==> config.mk <==
export PLATFORM = sky130hd
export DESIGN_NAME = imm_packer
export DESIGN_NICKNAME = d
export VERILOG_FILES = /design/src/rtl/imm_packer.sv
export SDC_FILE = /design/constraint.sdc
export NUM_CORES = 1
export LEC_CHECK = 0
export BUFFER_PORTS_ARGS = -buffer_cell sky130_fd_sc_hd__buf_2
export CAP_MARGIN = 20
export CORE_MARGIN = 1
export CORE_UTILIZATION = 30
export CTS_BUF_LIST = sky130_fd_sc_hd__clkbuf_2 sky130_fd_sc_hd__clkbuf_4 sky130_fd_sc_hd__clkbuf_8
export DETAILED_ROUTE_END_ITERATION = 7
export PLACE_DENSITY = 0.5
export SETUP_SLACK_MARGIN = 0.3
export SLEW_MARGIN = 10
export SYNTH_ARGS = -nofsm -noshare
export SYNTH_HDL_FRONTEND = slang
export SYNTH_SLANG_ARGS = --single-unit
==> constraint.sdc <==
create_clock -name clk -period 2.3 [get_ports clk]
set_input_delay 0.115 -clock clk [delete_from_list [all_inputs] [get_ports clk]]
set_output_delay 0.115 -clock clk [all_outputs]
set_load 0.01 [all_outputs]
==> src/rtl/imm_packer.sv <==
// Encode-side immediate packer: scatters a 32-bit immediate into the RISC-V instr[31:7]
// field for I/S/B/U/J formats, flags unrepresentable values, two-stage valid/ready pipe.
module imm_packer #(
    parameter int ERR_CNT_W = 8
) (
    input  logic                 clk,
    input  logic                 rst,
    input  logic                 in_valid,
    output logic                 in_ready,
    input  logic [2:0]           in_sel,
    input  logic [31:0]          in_imm,
    input  logic [24:0]          in_rest,
    output logic                 out_valid,
    input  logic                 out_ready,
    output logic [24:0]          out_field,
    output logic                 out_err,
    output logic [ERR_CNT_W-1:0] err_cnt,
    input  logic                 err_clr
);

    typedef enum logic [2:0] {
        FMT_I = 3'd0,
        FMT_S = 3'd1,
        FMT_B = 3'd2,
        FMT_U = 3'd3,
        FMT_J = 3'd4
    } fmt_e;

    // True when v[31:msb] are all equal, i.e. v fits as a signed (msb+1)-bit value.
    function automatic logic fits_signed(input logic [31:0] v, input int msb);
        logic [31:0] sh;
        sh = $unsigned($signed(v) >>> msb);
        return (&sh) || !(|sh);
    endfunction

    logic        s1_valid;
    fmt_e        s1_sel;
    logic [31:0] s1_imm;
    logic [24:0] s1_rest;

    logic        s2_load;
    logic [24:0] pack_field;
    logic        pack_err;
    logic        out_xfer;

    assign s2_load  = !out_valid || out_ready;
    assign in_ready = !s1_valid || s2_load;
    assign out_xfer = out_valid && out_ready;

    always_ff @(posedge clk) begin
        if (rst) begin
            s1_valid <= 1'b0;
        end else if (in_ready) begin
            s1_valid <= in_valid;
        end
    end

    // NOTE: payload registers carry no reset; s1_valid alone qualifies them, which keeps
    // the reset fan-out off the wide datapath.
    always_ff @(posedge clk) begin
        if (in_valid && in_ready) begin
            s1_sel  <= fmt_e'(in_sel);
            s1_imm  <= in_imm;
            s1_rest <= in_rest;
        end
    end

    // NOTE: every output of this block gets a default first so no path infers a latch.
    always_comb begin
        pack_field = s1_rest;
        pack_err   = 1'b0;
        case (s1_sel)
            FMT_I: begin
                pack_field[24:13] = s1_imm[11:0];
                pack_err          = !fits_signed(s1_imm, 11);
            end
            FMT_S: begin
                pack_field[24:18] = s1_imm[11:5];
                pack_field[4:0]   = s1_imm[4:0];
                pack_err          = !fits_signed(s1_imm, 11);
            end
            FMT_B: begin
                pack_field[24]    = s1_imm[12];
                pack_field[23:18] = s1_imm[10:5];
                pack_field[4:1]   = s1_imm[4:1];
                pack_field[0]     = s1_imm[11];
                pack_err          = !fits_signed(s1_imm, 12) || s1_imm[0];
            end
            FMT_U: begin
                pack_field[24:5] = s1_imm[31:12];
                pack_err         = |s1_imm[11:0];
            end
            FMT_J: begin
                pack_field[24]    = s1_imm[20];
                pack_field[23:14] = s1_imm[10:1];
                pack_field[13]    = s1_imm[11];
                pack_field[12:5]  = s1_imm[19:12];
                pack_err          = !fits_signed(s1_imm, 20) || s1_imm[0];
            end
            default: begin
                // Illegal selects pass the surrounding bits through untouched.
                pack_err = 1'b1;
            end
        endcase
    end

    always_ff @(posedge clk) begin
        if (rst) begin
            out_valid <= 1'b0;
            out_field <= '0;
            out_err   <= 1'b0;
        end else if (s2_load) begin
            out_valid <= s1_valid;
            if (s1_valid) begin
                out_field <= pack_field;
                out_err   <= pack_err;
            end
        end
    end

    // Clear beats increment; the counter sticks at all-ones.
    always_ff @(posedge clk) begin
        if (rst) begin
            err_cnt <= '0;
        end else if (err_clr) begin
            err_cnt <= '0;
        end else if (out_xfer && out_err && !(&err_cnt)) begin
            err_cnt <= err_cnt + ERR_CNT_W'(1);
        end
    end

endmodule
==> summary.txt <==
OUTCOME
--------------------------------------------------------------------------------------------------
Result of the run ................................................................... finished, final reports clean

CELLS AND AREA
--------------------------------------------------------------------------------------------------
Number of diodes ....................................................................            0
Post-layout utilization of the core .................................................       0.4357
Post-layout net count ...............................................................          524
Fin cells ...........................................................................          631
Synth-to-layout area growth .........................................................       40.93%
Fraction of layout cells with a size suffix above 1 .................................       0.2721
Fin area ............................................................................   5278 sq um

FLOORPLAN
--------------------------------------------------------------------------------------------------
Initial Util ........................................................................       0.3092
Floorplan die height ................................................................ 113.7 microns
Die X ............................................................................... 113.7 microns
Area of the core ....................................................................  12110 sq um
Site row count ......................................................................           40
Number of ports placed on the die boundary ..........................................          101
Die outline area ....................................................................  12930 sq um

ROUTE
--------------------------------------------------------------------------------------------------
Final wirelength .................................................................... 9236 microns
Length of the first detailed-routing pass in iterations .............................            4
Detailed router's first-iteration violation count ...................................          160
Wire length per cell ................................................................ 14.64 microns
Total number of vias ................................................................         2893
Vias per cell .......................................................................        4.585
Drc violations ......................................................................            0
Final antenna-violating net count ...................................................            0

CRITICAL PATH
--------------------------------------------------------------------------------------------------
Data required time of the worst path ................................................      2.36 ns
End of the worst register-to-register path ..........................................    s1_imm[4]
Startpoint of the worst register-to-register path ...................................    out_valid
Crit Path Max Fanout ................................................................           31
Critical path data arrival time .....................................................      1.89 ns
Length in cells of the worst reg-to-reg path ........................................            4
Worst Path Class, Setup ............................................................. flip-flop to flip-flop
Critical Path Start Type ............................................................    flip-flop
Critical path startpoint ............................................................    out_valid
Sort of element at the end of the critical path .....................................    flip-flop
Reg2Reg Setup Slack .................................................................      0.48 ns

CLOCK TREE
--------------------------------------------------------------------------------------------------
Number of buffers created by CTS ....................................................            9
# H-tree levels .....................................................................            3
Later-pin clock latency in the skew report ..........................................      0.37 ns
Clock net sink count ................................................................           96
CTS Root Buffer Type ................................................................ sky130_fd_sc_hd__clkbuf_8
Clock tree from TritonCTS ...........................................................         done
Clock transition time at the flip-flop clock pins of the worst setup and hold paths .      0.10 ns
Resized Gates After CTS .............................................................            0
Maximum number of buffers from clock root to sink ...................................            2
Post CTS Setup Buffer Count .........................................................            0

POWER
--------------------------------------------------------------------------------------------------
Power per cell area ................................................................. 703.9 nW/um^2
Maximum ir drop on the vdd rail .....................................................  0.0002778 V
Standby leakage power ...............................................................  0.002089 uW

STA
--------------------------------------------------------------------------------------------------
Slew at the pin closest to its max-slew limit .......................................    0.6936 ns
Post-route fraction of the period consumed by the critical path .....................       0.7934
RSZ-0062 raised after global routing ................................................        false
Clock period minus worst slack ......................................................     1.825 ns
Max Fclk ............................................................................    548.0 MHz
Max transition margin ...............................................................       0.5376
Setup total negative slack ..........................................................         0 ns
Count of final setup violators ......................................................            0
Final number of hold-violating endpoints ............................................            0
Clk_skew ............................................................................   0.01254 ns
Worst hold-check slack ..............................................................   0.08297 ns
Final max-slew violation count ......................................................            0

PLACED DESIGN
--------------------------------------------------------------------------------------------------
Number of buffers inserted by port buffering ........................................          100
Instance area after placement .......................................................   4424 sq um
Number of placed instances, taps included ...........................................          554
Dpl hpwl ............................................................................ 6497 microns
Routability congestion estimate from global placement ...............................       0.8363

GRT
--------------------------------------------------------------------------------------------------
Wire length of the first global-routing pass ........................................ 14410 microns
Tot GR Track Use ....................................................................       0.1505
Pin count of the biggest net entering global routing ................................           34
Number of global-route vias before repair ...........................................         2816
Antenna violations before repair ....................................................            0
Total congestion overflow after global routing ......................................            0

WORST HOLD PATH
--------------------------------------------------------------------------------------------------
HP Class ............................................................................ primary input to flip-flop
Start point of the worst hold path ..................................................    out_ready
Hold Path Stages ....................................................................            4
Worst hold endpoint .................................................................    out_valid

SYNTHESIS
--------------------------------------------------------------------------------------------------
Most frequent cell after synthesis .................................................. sky130_fd_sc_hd__edfxtp_1
Cells after synthesis ...............................................................          297
Number of warning messages in the yosys log .........................................            0
Post-synthesis cell type with the largest combined area ............................. sky130_fd_sc_hd__edfxtp_1
Cell variety after synth ............................................................           47
Mean area per synthesized cell ......................................................  12.61 sq um
Number of register bits inferred by synthesis .......................................           96
Most frequent cells after synthesis ................................................. 60 x sky130_fd_sc_hd__edfxtp_1, 47 x sky130_fd_sc_hd__nor2_1, 36 x sky130_fd_sc_hd__dfxtp_1
Count of flip-flops with a built-in enable after synthesis ..........................           60
Share of Yosys cell area claimed by the top area cell type ..........................       0.4811
Number of nets in the synthesized netlist ...........................................          363
Proportion of synthesized chip area in sequential cells .............................       0.6736
Area of the mapped netlist ..........................................................   3745 sq um
Fraction of synthesis flops using an asynchronous set or reset pin ..................            0
Dominant register cell in the synthesized netlist ................................... sky130_fd_sc_hd__edfxtp_1
Top cells by area in the synthesized netlist ........................................ sky130_fd_sc_hd__edfxtp_1 48%, sky130_fd_sc_hd__dfxtp_1 19%, sky130_fd_sc_hd__nor2_1 4.7%

FLOW RUN
--------------------------------------------------------------------------------------------------
Reported max-cap violation count ....................................................            0

-- worst max path at each step --
stage / to / slack (ns) / depth (start not counted)
finish: s1_imm[4] / 0.48 / 4
global route: s1_imm[4] / 0.34 / 4
CTS: s1_rest[8] / 0.44 / 4
detailed placement: s1_rest[15] / 0.47 / 4
global placement: s1_rest[16] / 0.53 / 4
floorplan: s1_imm[0] / 0.45 / 3
-- cells in the final DEF, fill, tap and decap left out, drive strengths merged, types with 7 or more instances in the layout --
| cell type | Yosys | routed |
|---|---|---|
| buf | 8 | 104 |
| dlygate4sd3 | 0 | 61 |
| edfxtp | 60 | 60 |
| nor2 | 48 | 48 |
| dfxtp | 36 | 36 |
| a21oi | 16 | 16 |
| nor3 | 13 | 13 |
| a211oi | 13 | 13 |
| mux2i | 13 | 13 |
| nand4 | 9 | 9 |
| clkbuf | 7 | 9 |
| nand3 | 7 | 7 |
| nor4 | 7 | 7 |
-- flip-flops by register name, indices dropped and copies added (netlist names) --
register	cells
err_cnt	8
s1_valid	1
s1_sel	3
s1_imm	32
out_valid	1
out_field	25
s1_rest	25
out_err	1
-- worst max-delay path, cell delays in order, from the launching register on --
cell                      delay (ns)
sky130_fd_sc_hd__dfxtp_1        0.33
sky130_fd_sc_hd__nor2b_1        0.18
sky130_fd_sc_hd__nand2_1        0.09
sky130_fd_sc_hd__and2_2         0.60
sky130_fd_sc_hd__buf_12         0.29
-- repair_timing --
item                                   CTS  global route
endpoints found under the hold margin   61             0
hold buffers                            61             0
setup endpoints to repair                0             0
-- layout make-up --
| class | count | area [sq um] |
|---|---|---|
| repair buffers | 165 | 1154 |
| flip-flops and latches | 96 | 2522 |
| multi-input cells | 184 | 1141 |
| clock inverters | 7 | 118.9 |
| fillers | 1210 | 6834 |
| inverters | 2 | 7.507 |
| clock buffers | 9 | 123.9 |
| well taps | 168 | 210.2 |
-- logic make-up (layout without fill, tap and decap cells) --
kind of cell,count (synthesis),after routing,share of synthesized area
simple gates,108,108,0.1430
flops,96,96,0.6736
compound gates,52,52,0.09890
buf+inv,17,183,0.02272
mux,13,13,0.03475
xor+xnor,9,9,0.02105
fa+ha+maj,2,2,0.006014
-- per-layer routing --
metal	GRT usage	vias to the layer above	share of wire	wire length, microns
li1	-	1444	-	-
met1	0.2022	1344	0.47	4353
met2	0.2362	92	0.47	4312
met3	0.02179	13	0.041	375
met4	0.07895	0	0.021	195
met5	0	-	0	0
-- report_power, final --
part / switching [uW] / internal, uW
clock network: 598 / 724
registers: 70.8 / 1940
logic: 184 / 203
-- metrics by stage --
stage               setup WS (ns)  power [uW]
floorplan                  0.4509        2202
global placement           0.5268        2352
detailed placement         0.4697        2359
CTS                        0.4364        3755
global route               0.3374        3874
finish                     0.4753        3715
Power figures use the tool's default switching activity.
